===== config.mk =====
export PLATFORM = sky130hd
export DESIGN_NAME = irq_ctrl_flat
export DESIGN_NICKNAME = d
export VERILOG_FILES = /design/src/rtl/irq_ctrl_pkg.sv /design/src/rtl/irq_ctrl_if.sv /design/src/rtl/irq_ctrl_sync_edge.sv /design/src/rtl/irq_ctrl.sv /design/src/flat_wrapper.sv
export SDC_FILE = /design/constraint.sdc
export NUM_CORES = 1
export LEC_CHECK = 0
export CAP_MARGIN = 20
export CORE_MARGIN = 2
export CORE_UTILIZATION = 30
export CTS_BUF_LIST = sky130_fd_sc_hd__clkbuf_8
export DETAILED_ROUTE_END_ITERATION = 6
export PLACE_DENSITY_LB_ADDON = 0.1
export SYNTH_ARGS = -nofsm -noshare
export SYNTH_HDL_FRONTEND = slang
export SYNTH_SLANG_ARGS = --single-unit
export TNS_END_PERCENT = 100

===== constraint.sdc =====
create_clock -name clk -period 3.01 [get_ports clk]
set_input_delay 0.602 -clock clk [delete_from_list [all_inputs] [get_ports clk]]
set_output_delay 0.602 -clock clk [all_outputs]
set_load 0.02 [all_outputs]

===== src/rtl/irq_ctrl_pkg.sv =====
// Shared definitions for the interrupt controller: register indices, field
// encodings and the CPU-side channel count.
package irq_ctrl_pkg;

  localparam int CPU_IRQ_CH = 8;
  localparam int IRQ_ADDR_W = 3;

  typedef enum logic [IRQ_ADDR_W-1:0] {
    IRQ_ADDR_PENDING  = 3'd0,
    IRQ_ADDR_MODE     = 3'd1,
    IRQ_ADDR_POLARITY = 3'd2,
    IRQ_ADDR_ENABLE   = 3'd3,
    IRQ_ADDR_RAW      = 3'd4,
    IRQ_ADDR_SWSET    = 3'd5
  } irq_addr_e;

  localparam logic IRQ_MODE_LEVEL = 1'b0;
  localparam logic IRQ_MODE_EDGE  = 1'b1;
  localparam logic IRQ_POL_LOW    = 1'b0;
  localparam logic IRQ_POL_HIGH   = 1'b1;

endpackage


===== src/rtl/irq_ctrl_if.sv =====
// Bus-slave register window of the interrupt controller (active-low strobes,
// registered single-cycle ready).
interface irq_ctrl_if #(
  parameter int DATA_W = 32
);
  import irq_ctrl_pkg::*;

  logic                  cs_;
  logic                  as_;
  logic                  rw;
  logic [IRQ_ADDR_W-1:0] addr;
  logic [DATA_W-1:0]     wr_data;
  logic [DATA_W-1:0]     rd_data;
  logic                  rdy_;

  modport master (output cs_, as_, rw, addr, wr_data, input rd_data, rdy_);
  modport slave  (input cs_, as_, rw, addr, wr_data, output rd_data, rdy_);

endinterface


===== src/rtl/irq_ctrl_sync_edge.sv =====
// Per-channel input path: synchronizer chain, polarity correction and a
// previous-sample flop giving a one-cycle rising-edge pulse.
module irq_sync_edge #(
  parameter int SYNC_STAGES = 2
) (
  input  logic clk,
  input  logic reset,
  input  logic din,
  input  logic pol,
  output logic act,
  output logic rise
);

  logic [SYNC_STAGES-1:0] sync_p0;
  logic                   prev_p1;

  always_ff @(posedge clk or posedge reset) begin
    if (reset) begin
      sync_p0 <= '0;
      prev_p1 <= 1'b0;
    end else begin
      sync_p0 <= {sync_p0[SYNC_STAGES-2:0], din};
      prev_p1 <= act;
    end
  end

  // pol = 1 passes the line through, pol = 0 inverts an active-low source
  assign act  = sync_p0[SYNC_STAGES-1] ^ ~pol;
  assign rise = act & ~prev_p1;

endmodule


===== src/rtl/irq_ctrl.sv =====
// Interrupt controller top: per-channel input paths, pending/mode/polarity/
// enable registers, bus register window and the registered CPU request vector.
module irq_ctrl
  import irq_ctrl_pkg::*;
#(
  parameter int IRQ_CH      = CPU_IRQ_CH,
  parameter int SYNC_STAGES = 2,
  parameter int DATA_W      = 32
) (
  input  logic              clk,
  input  logic              reset,
  input  logic [IRQ_CH-1:0] int_in,
  irq_ctrl_if.slave         bus,
  output logic [IRQ_CH-1:0] irq
);

  logic [IRQ_CH-1:0] pending_q, mode_q, pol_q, enable_q;
  logic [IRQ_CH-1:0] act, rise;
  logic [IRQ_CH-1:0] wr_ch, w1c, swset, pending_d;
  logic [DATA_W-1:0] rd_mux, rd_data_q;
  logic              rdy_q;
  logic              access, wr_acc, rd_acc;
  logic              unused_wr_bits;

  for (genvar g = 0; g < IRQ_CH; g++) begin : g_ch
    irq_sync_edge #(.SYNC_STAGES(SYNC_STAGES)) u_sync_edge (
      .clk  (clk),
      .reset(reset),
      .din  (int_in[g]),
      .pol  (pol_q[g]),
      .act  (act[g]),
      .rise (rise[g])
    );
  end

  assign access = ~bus.cs_ & ~bus.as_;
  assign wr_acc = access & ~bus.rw;
  assign rd_acc = access & bus.rw;
  assign wr_ch  = bus.wr_data[IRQ_CH-1:0];
  assign unused_wr_bits = ^bus.wr_data[DATA_W-1:IRQ_CH];

  assign w1c   = (wr_acc && bus.addr == IRQ_ADDR_PENDING) ? wr_ch : '0;
  assign swset = (wr_acc && bus.addr == IRQ_ADDR_SWSET)   ? wr_ch : '0;

  // Edge channels: set/SWSET beat W1C beats hold. Level channels track act.
  assign pending_d = ( mode_q & (rise | swset | (pending_q & ~w1c)))
                   | (~mode_q & (act | swset));

  always_comb begin
    rd_mux = '0;
    case (bus.addr)
      IRQ_ADDR_PENDING:  rd_mux[IRQ_CH-1:0] = pending_q;
      IRQ_ADDR_MODE:     rd_mux[IRQ_CH-1:0] = mode_q;
      IRQ_ADDR_POLARITY: rd_mux[IRQ_CH-1:0] = pol_q;
      IRQ_ADDR_ENABLE:   rd_mux[IRQ_CH-1:0] = enable_q;
      IRQ_ADDR_RAW:      rd_mux[IRQ_CH-1:0] = act;
      default:           rd_mux = '0;
    endcase
  end

  always_ff @(posedge clk or posedge reset) begin
    if (reset) begin
      pending_q <= '0;
      mode_q    <= {IRQ_CH{IRQ_MODE_LEVEL}};
      pol_q     <= {IRQ_CH{IRQ_POL_HIGH}};
      enable_q  <= '0;
      irq       <= '0;
      rdy_q     <= 1'b1;
      rd_data_q <= '0;
    end else begin
      pending_q <= pending_d;
      irq       <= pending_q & enable_q;
      rdy_q     <= ~access;
      rd_data_q <= rd_acc ? rd_mux : '0;
      if (wr_acc) begin
        case (bus.addr)
          IRQ_ADDR_MODE:     mode_q   <= wr_ch;
          IRQ_ADDR_POLARITY: pol_q    <= wr_ch;
          IRQ_ADDR_ENABLE:   enable_q <= wr_ch;
          default: ;
        endcase
      end
    end
  end

  assign bus.rdy_    = rdy_q;
  assign bus.rd_data = rd_data_q;

endmodule


===== src/flat_wrapper.sv =====
// flat-port wrapper written by rule: the top's interface ports become plain ports
module irq_ctrl_flat import irq_ctrl_pkg::*;
#(
  parameter int IRQ_CH      = CPU_IRQ_CH,
  parameter int SYNC_STAGES = 2,
  parameter int DATA_W      = 32
)
  (clk, reset, int_in, irq, bus_cs_, bus_as_, bus_rw, bus_addr, bus_wr_data, bus_rd_data, bus_rdy_);
  irq_ctrl_if #(.DATA_W(DATA_W)) bus_i ();
  input  logic clk;
  input  logic reset;
  input  logic [IRQ_CH-1:0] int_in;
  output logic [IRQ_CH-1:0] irq;
  input wire logic [$bits(bus_i.cs_)-1:0] bus_cs_;
  input wire logic [$bits(bus_i.as_)-1:0] bus_as_;
  input wire logic [$bits(bus_i.rw)-1:0] bus_rw;
  input wire logic [$bits(bus_i.addr)-1:0] bus_addr;
  input wire logic [$bits(bus_i.wr_data)-1:0] bus_wr_data;
  output wire logic [$bits(bus_i.rd_data)-1:0] bus_rd_data;
  output wire logic [$bits(bus_i.rdy_)-1:0] bus_rdy_;
  assign bus_i.cs_ = bus_cs_;
  assign bus_i.as_ = bus_as_;
  assign bus_i.rw = bus_rw;
  assign bus_i.addr = bus_addr;
  assign bus_i.wr_data = bus_wr_data;
  assign bus_rd_data = bus_i.rd_data;
  assign bus_rdy_ = bus_i.rdy_;
  irq_ctrl #(.IRQ_CH(IRQ_CH), .SYNC_STAGES(SYNC_STAGES), .DATA_W(DATA_W)) u_core (.clk(clk), .reset(reset), .int_in(int_in), .bus(bus_i), .irq(irq));
endmodule

==> results of run 1 <==
cells by family (layout without fill, tap and decap cells):
kind of cell	Yosys count	in the layout	synth area share
xor+xnor	8	8	0.0224
flops	73	73	0.588
other cells	1	24	0.00120
buf+inv	35	73	0.0752
simple gates	44	44	0.0928
compound gates	41	41	0.108
mux	32	32	0.112
cell usage after synthesis (all sizes together) (2+ instances only):
cell type  count  area, um2
a31oi          9       56.3
clkbuf         3       12.5
nand3b         2       18.8
nor2b          4       25.0
dfstp          9        236
mux2i          8       80.1
a221o          8       90.1
inv            3       11.3
and2           9       56.3
buf           29        211
dfrtp         64       1600
nand2         17       71.3
xnor2          8       70.1
o21ai          2       10.0
a22oi          6       45.0
mux2          24        270
nor2           2       7.51
nand3          2       22.5
o2bb2ai       12        105
power by group through the flow:
| stage | clock network (mW) | logic (mW) | registers (mW) |
|---|---|---|---|
| floorplan | 0 | 0.305 | 1.28 |
| global placement | 0 | 0.452 | 1.28 |
| detailed placement | 0 | 0.459 | 1.29 |
| CTS | 0.671 | 0.462 | 1.27 |
| global route | 0.709 | 0.501 | 1.29 |
| finish | 0.638 | 0.454 | 1.26 |
state kept, by name (all words and copies together), names as in the netlist:
register / flops
u_core.g_ch.u_sync_edge.sync_p0: 16
u_core.bus.rd_data: 8
u_core.enable_q: 8
u_core.g_ch.u_sync_edge.prev_p1: 8
u_core.irq: 8
u_core.mode_q: 8
u_core.pending_q: 8
u_core.pol_q: 8
u_core.bus.rdy_: 1
critical path: cells and delay by family:
kind / cells / cell delay [ns]
simple gates: 1 / 0.33
buf+inv: 2 / 0.94
compound gates: 2 / 0.49
final timing paths:
check | from | to | slack (ns) | cells after the start
setup / recovery | bus_addr[0] | u_core.bus.rd_data[1] | 0.89 | 5
hold / removal | u_core.g_ch[5].u_sync_edge.sync_p0[0] | u_core.g_ch[5].u_sync_edge.sync_p0[1] | 0.35 | 0
setup reg to reg | u_core.pol_q[4] | u_core.pending_q[4] | 1.84 | 2
hold reg to reg | u_core.g_ch[5].u_sync_edge.sync_p0[0] | u_core.g_ch[5].u_sync_edge.sync_p0[1] | 0.35 | 0
max in group asynchronous | reset | u_core.pol_q[2] | 2.01 | 3
min in group asynchronous | reset | u_core.g_ch[7].u_sync_edge.sync_p0[0] | 0.65 | 3
layout make-up:
| class | instances | area [um2] |
|---|---|---|
| clock buffers | 9 | 124 |
| clock inverters | 7 | 31.3 |
| fillers | 1009 | 6400 |
| inverters | 3 | 11.3 |
| multi-input cells | 149 | 1140 |
| flip-flops and latches | 73 | 1840 |
| well taps | 136 | 170 |
| repair buffers | 54 | 518 |
through the flow:
step | hold slack (ns) | setup slack, ns | area (um2) | util
2_1_floorplan | 0.331 | 0.570 | 3210 | -
3_3_place_gp | 0.332 | 0.503 | 3680 | 0.359
3_5_place_dp | 0.336 | 0.460 | 3680 | 0.359
4_1_cts | 0.352 | 0.827 | 3830 | 0.375
5_1_grt | 0.356 | 0.787 | 3830 | 0.375
6_report | 0.350 | 0.894 | 3830 | 0.375
metal layers:
layer,vias up,global-route usage
met5,-,0
met4,0,0.0658
met3,15,0.0331
met2,55,0.206
met1,964,0.176
li1,907,-
==> results.json, run 1 <==
{
  "ys_types": 38,
  "drc": 0,
  "synth.cell_area_mm2": 0.00313,
  "irDropWorstVdd_v": 0.000172,
  "die_x_um": 106,
  "vias_per_cell": 4.50,
  "drt_iter0_markers": 73,
  "dr.pass1.iters": 4,
  "grt_usage": 0.134,
  "hold_viol": 0,
  "power_frac_seq": 0.536,
  "critical_path_required_ns": 3.27,
  "synth_top_flop_cell": "dfrtp_1",
  "post_drt_wl_per_cell_um": 15.9,
  "initial_core_util": 0.306,
  "num_vias": 1941,
  "cp-start-kind": "input pin",
  "cp.arrival_ns": 2.37,
  "die-area_mm2": 0.0113,
  "final_cell_mix": "dfrtp_1, clkdlybuf4s50_1, mux2_2, conb_1, nand2_1",
  "antenna_found_initial": 0,
  "post-cts-setup-buffer-count": 0,
  "period_share": 0.703,
  "place_inst": 415,
  "gp_congestion": 0.702,
  "final_nets": 338,
  "drive_gt1_frac": 0.254,
  "critical-path-slowest-cell": "clkdlybuf4s50_1",
  "synth-seq-area-share": 0.588,
  "clock_latency_ns": 0.34,
  "timing.final.max_slew_violations": 0,
  "power.internal_mw": 1.68,
  "criticalPathCategory": "in -> reg",
  "rows": 37,
  "hp-class": "reg -> reg",
  "rsz0062_at_grt": "false",
  "final.min_clock_period_ns": 2.12,
  "hold_buffers": 0,
  "clk_pin_slew_worst_paths_ns": 0.07,
  "synthArstFlopShare": 1.00,
  "grt_pass1_wl_um": 11100,
  "htreeDepth": 3,
  "synthToLayoutAreaGrowth_pct": 22.6,
  "cts.repair.resized": 0,
  "setup_tns_ns": 0,
  "swShare": 0.285,
  "grt.overflow.total": 0,
  "clock_path_buffers": 2,
  "drt-total-wl_um": 6860,
  "cpPeakStageDelay_ns": 0.66,
  "avgSynthCellArea_um2": 13.4,
  "setup-violations-final": 0,
  "ys_ff_latch": 73,
  "fmax_mhz": 473,
  "ant_nets": 0,
  "drv_cap": 0,
  "critPathCaptureType": "flop",
  "numCtsBuffers": 9,
  "met1Wirelength_um": 3080,
  "pwr-share-clk": 0.271,
  "cts_tree": "yes",
  "final_common_cell": "dfrtp_1",
  "synth_edf_count": 0,
  "die_h_um": 106,
  "port_buffers": 40,
  "path_cells": "clkdlybuf4s50_1, buf_4, o21ai_0, nand4_1, o2bb2ai_1",
  "synth_cells": 234,
  "p_per_area_mw_per_mm2": 615,
  "finalClockSkew_ns": 0.00632,
  "ioPinCount": 89,
  "clock_sinks": 73,
  "crit_path_max_fanout": 10,
  "switching_power_uw": 672,
  "grt_max_degree": 74,
  "root_buffer": "clkbuf_8",
  "diodes": 0,
  "total_leakage_power_nw": 1.66,
  "p_comb_frac": 0.193,
  "wl_met3_um": 389,
  "ys.warnings.count": 0,
  "outcome": "finished clean",
  "total_power_mw": 2.36,
  "grt_pass1_vias": 1996,
  "coreArea_mm2": 0.0102,
  "final_cells": 431,
  "place_hpwl_um": 4600,
  "route.met2.wl_um": 3230,
  "top_layer": "met4"
}
Power figures use the tool's default switching activity.
==> inputs of run 2 (changes only) <==
==> constraint.sdc (replaced) <==
create_clock -name clk -period 1.7 [get_ports clk]
set_input_delay 0.34 -clock clk [delete_from_list [all_inputs] [get_ports clk]]
set_output_delay 0.34 -clock clk [all_outputs]
set_load 0.02 [all_outputs]
==> run 2 against run 1 <==
Against the previous run:
- flip-flop and latch count unchanged
- via count grew 2.3%
- final area grew 4.5%
- sequential power increased by 78%
- critical endpoint is now u_core.enable_q[7]
- largest power group unchanged
==> results.json, run 2 (synthesized netlist as in run 1, its figures left out) <==
{
  "synthToLayoutAreaGrowth_pct": 28.1,
  "drt-total-wl_um": 7010,
  "grt.overflow.total": 0,
  "cp-start-kind": "input pin",
  "clk_pin_slew_worst_paths_ns": 0.06,
  "hold_buffers": 0,
  "setup-violations-final": 0,
  "drive_gt1_frac": 0.300,
  "place_hpwl_um": 4850,
  "cpPeakStageDelay_ns": 0.48,
  "final.min_clock_period_ns": 1.63,
  "die_h_um": 106,
  "dr.pass1.iters": 4,
  "drv_cap": 0,
  "diodes": 0,
  "root_buffer": "clkbuf_8",
  "grt.busiest_layer": "met2",
  "crit_path_max_fanout": 8,
  "grt_usage": 0.135,
  "timing.rr.start": "u_core.pol_q[5]",
  "final_common_cell": "dfrtp_1",
  "total_leakage_power_nw": 1.82,
  "fmax_mhz": 612,
  "final_nets": 354,
  "min_path_cells": 0,
  "met1_usage": 0.181,
  "grt_max_degree": 74,
  "ant_nets": 0,
  "fin_util": 0.391,
  "cpLargestDelayFamily": "buffers and inverters",
  "finalClockSkew_ns": 0.0125,
  "rrSetupSlack_ns": 0.53,
  "path_cells": "clkdlybuf4s50_1, nor4_4, buf_4, nand2_4, mux2_2",
  "criticalPathCategory": "in -> reg",
  "timing.final.max_slew_violations": 0,
  "gp_congestion": 0.728,
  "hp-start": "u_core.g_ch[1].u_sync_edge.sync_p0[0]",
  "grt_pass1_vias": 1954,
  "hold_ws_ns": 0.349,
  "port_buffers": 40,
  "vias_per_cell": 4.45,
  "irDropWorstVdd_v": 0.000368,
  "clock_sinks": 73,
  "p_per_area_mw_per_mm2": 1090,
  "fin_ws_ns": 0.0673,
  "largest_register_ffs": 16,
  "coreArea_mm2": 0.0102,
  "use_met3": 0.0325,
  "initial_core_util": 0.306,
  "cts_tree": "yes",
  "r2r_end": "u_core.bus.rd_data[5]",
  "rsz0062_at_grt": "false",
  "grt_pass1_wl_um": 11100,
  "dpl_worst_slack_ns": -0.347,
  "holdPathEnd": "u_core.g_ch[1].u_sync_edge.sync_p0[1]",
  "reg2reg_depth": 3,
  "largest-register": "u_core.g_ch.u_sync_edge.sync_p0",
  "numCtsBuffers": 9,
  "period_share": 0.960,
  "antenna_found_initial": 0,
  "critical_path_required_ns": 1.92,
  "post_drt_wl_per_cell_um": 15.7,
  "drt_iter0_markers": 54,
  "clock_latency_ns": 0.35,
  "hp-class": "reg -> reg",
  "cp.arrival_ns": 1.86,
  "num_vias": 1985,
  "hold_viol": 0,
  "die-area_mm2": 0.0113,
  "drc": 0,
  "cp.buffers_inverters": 2,
  "outcome": "finished clean",
  "final_cell_mix": "dfrtp_1, clkdlybuf4s50_1, buf_4",
  "critPathCaptureType": "flop",
  "die_x_um": 106,
  "met2_usage": 0.209,
  "ioPinCount": 89,
  "critical-path-slowest-cell": "clkdlybuf4s50_1",
  "filler_cell_count": 1007,
  "htreeDepth": 3,
  "rows": 37,
  "clock_path_buffers": 2,
  "post-cts-setup-buffer-count": 0
}
[run 2: cell types whose count changed in the layout (fill, tap and decap cells not counted), moves of 2 or more]
cell and delta:
buf_4 +15, clkdlybuf4s50_1 -6, dlymetal6s2s_1 +5, inv_1 -2
[run 2: worst max-delay path by stage]
stage | startpoint | end | slack [ns] | cells past startpoint
after detailed placement | bus_as_ | u_core.enable_q[7] | -0.35 | 5
after global routing | u_core.bus.rd_data[6] | bus_rd_data[6] | 0.02 | 1
after floorplan | bus_addr[2] | u_core.bus.rd_data[0] | 0.35 | 3
after CTS | bus_as_ | u_core.enable_q[7] | 0.006 | 5
after global placement | bus_addr[0] | u_core.pending_q[0] | -0.36 | 5
final | bus_rw | u_core.enable_q[7] | 0.07 | 5
[run 2: power breakdown]
| group | internal [mW] | switching (mW) | total, mW |
|---|---|---|---|
| combinational | 0.442 | 0.396 | 0.838 |
| clock | 0.652 | 0.623 | 1.28 |
| sequential | 2.05 | 0.186 | 2.24 |
[run 2: through the flow]
| stage | instances | power [mW] | cell area (um2) | setup TNS, ns |
|---|---|---|---|---|
| 2_1_floorplan | 257 | 2.81 | 3220 | 0 |
| 3_3_place_gp | 431 | 3.12 | 3810 | -11.25 |
| 3_5_place_dp | 431 | 3.12 | 3810 | -12.00 |
| 4_1_cts | 446 | 4.43 | 3990 | 0 |
| 5_1_grt | 446 | 4.59 | 4000 | 0 |
| 6_report | 446 | 4.35 | 4000 | 0 |
[run 2: timing repair]
action,CTS,global route
pin swaps,0,1
gates resized for setup,1,7
setup endpoints to repair,1,34
[run 2: final cells by class]
cell class | instances | area, um2 | share of cell area
flip-flops and latches | 73 | 1840 | 0.459
clock inverters | 6 | 52.6 | 0.0131
well taps | 136 | 170 | 0.0425
inverters | 3 | 15.0 | 0.00375
repair buffers | 70 | 662 | 0.165
clock buffers | 9 | 124 | 0.0309
multi-input cells | 149 | 1140 | 0.285
[run 2: layer usage]
metal / vias up / part of all wire
met4: 0 / 0.016
met2: 50 / 0.48
li1: 931 / -
met3: 10 / 0.047
met1: 994 / 0.46
met5: - / 0
==> inputs of run 3 (changes only) <==
--- a/config.mk
+++ b/config.mk
@@ -6,7 +6,7 @@
 export NUM_CORES = 1
 export LEC_CHECK = 0
 export CAP_MARGIN = 20
-export CORE_MARGIN = 2
+export CORE_MARGIN = 5
 export CORE_UTILIZATION = 30
 export CTS_BUF_LIST = sky130_fd_sc_hd__clkbuf_8
 export DETAILED_ROUTE_END_ITERATION = 6
==> run 3 against run 2 <==
Against the previous run:
- cell count up 2.5%
- sequential power hardly changed
- sequential share of layout area decreased by 1.8 points
- via count hardly changed
- setup slack worse by 0.0035 ns
- die area up 12%
- utilization increased by 1.6 points
- highest routed layer unchanged
- first-iteration DRC count fell by 20%
- register-to-register slack hardly changed
- clock power up 29%
- non-clock buffer count rose by 10
==> results.json, run 3 (synthesized netlist as in run 1, its figures left out) <==
{
  "timing.final.max_slew_violations": 0,
  "multi_input_area_mm2": 0.00115,
  "die_x_um": 112,
  "cpLargestDelayFamily": "buffers and inverters",
  "die-area_mm2": 0.0126,
  "irDropWorstVdd_v": 0.000452,
  "dr.pass1.iters": 4,
  "p_per_area_mw_per_mm2": 1140,
  "ioPinCount": 89,
  "largest-register": "u_core.g_ch.u_sync_edge.sync_p0",
  "cts_tree": "yes",
  "power.internal_mw": 3.49,
  "filler_cell_count": 979,
  "clock_path_buffers": 2,
  "drv_cap": 0,
  "cp.arrival_ns": 1.30,
  "fmax_mhz": 611,
  "pwr-share-clk": 0.349,
  "r2r_end": "u_core.pending_q[6]",
  "criticalPathCategory": "reg -> out",
  "final_cells": 457,
  "grt_pass1_vias": 2107,
  "place_hpwl_um": 5030,
  "cp-startpoint": "u_core.irq[6]",
  "swShare": 0.263,
  "rrSetupSlack_ns": 0.53,
  "clock_sinks": 73,
  "outcome": "finished clean",
  "rsz0062_at_grt": "false",
  "total_power_mw": 4.74,
  "port_buffers": 40,
  "cpPeakStageDelay_ns": 0.60,
  "power_frac_seq": 0.472,
  "reg2reg_depth": 2,
  "final_common_cell": "dfrtp_1",
  "numCtsBuffers": 9,
  "drc": 0,
  "clk_pin_slew_worst_paths_ns": 0.08,
  "grt_max_degree": 37,
  "crit_path_max_fanout": 1,
  "synthToLayoutAreaGrowth_pct": 33.2,
  "num_vias": 1986,
  "fin_ws_ns": 0.0638,
  "drt_iter0_markers": 43,
  "cp-start-kind": "flop",
  "hold_buffers": 0,
  "gp_congestion": 0.779,
  "hp-class": "in -> async",
  "htreeDepth": 3,
  "coreArea_mm2": 0.0102,
  "period_share": 0.962,
  "timing.rr.start": "u_core.pol_q[6]",
  "p_comb_frac": 0.179,
  "vias_per_cell": 4.35,
  "total_leakage_power_nw": 1.83,
  "ant_nets": 0,
  "path_cells": "clkdlybuf4s50_1",
  "place_inst": 440,
  "critPathCaptureType": "primary output",
  "final_cell_mix": "dfrtp_1, clkdlybuf4s50_1, buf_4",
  "clock_latency_ns": 0.34,
  "die_h_um": 112,
  "grt_usage": 0.118,
  "drive_gt1_frac": 0.321,
  "rows": 37,
  "switching_power_mw": 1.25,
  "cp.depth": 1,
  "critical-path-slowest-cell": "clkdlybuf4s50_1",
  "finalClockSkew_ns": 0.0103,
  "grt.overflow.total": 0,
  "hold_viol": 0,
  "cp.buffers_inverters": 1,
  "grt_pass1_wl_um": 11400,
  "final-seq-area_mm2": 0.00184,
  "initial_core_util": 0.306,
  "dpl_worst_slack_ns": -0.345,
  "drt-total-wl_um": 7070,
  "critical_path_required_ns": 1.36,
  "antenna_found_initial": 0,
  "largest_register_ffs": 16,
  "final_nets": 364,
  "final.min_clock_period_ns": 1.64,
  "post_drt_wl_per_cell_um": 15.5,
  "setup-violations-final": 0,
  "root_buffer": "clkbuf_8",
  "diodes": 0
}
## run 3: through the flow
step / cell area, um2 / hold WS, ns / TNS, ns / util
detailed placement: 3890 / 0.335 / -10.57 / 0.381
CTS: 4130 / 0.290 / 0 / 0.404
finish: 4170 / 0.295 / 0 / 0.407
global route: 4170 / 0.308 / 0 / 0.407
floorplan: 3220 / 0.331 / 0 / -
global placement: 3890 / 0.332 / -10.43 / 0.381
## run 3: cell type report
| cell class | instances | share of cell area |
|---|---|---|
| clock inverters | 7 | 0.0279 |
| well taps | 136 | 0.0409 |
| clock buffers | 9 | 0.0297 |
| flip-flops and latches | 73 | 0.441 |
| multi-input cells | 149 | 0.276 |
| repair buffers | 80 | 0.181 |
| inverters | 3 | 0.00360 |
## run 3: layer usage
metal	track usage	part of all wire
met2	0.192	0.48
met3	0.0334	0.038
met4	0.0337	0.012
met5	0	0
met1	0.153	0.47
## run 3: power groups by stage
stage	Combinational [mW]	Clock, mW	Sequential (mW)
floorplan	0.541	0	2.27
global placement	0.846	0	2.27
detailed placement	0.853	0	2.27
CTS	0.857	1.70	2.24
global route	0.933	1.77	2.27
finish	0.847	1.65	2.24
## run 3: what timing repair did
action,CTS,global route
gates resized for setup,1,6
pin swaps,0,1
buffers inserted,0,1
endpoints found under the hold margin,0,0
setup endpoints to repair,1,12
## run 3: worst max-delay path by stage
stage                                 end  slack (ns)
floorplan           u_core.bus.rd_data[0]        0.35
global placement         u_core.mode_q[1]       -0.34
detailed placement       u_core.mode_q[6]       -0.35
CTS                      u_core.mode_q[7]        0.01
global route                       irq[6]        0.02
finish                             irq[6]        0.06
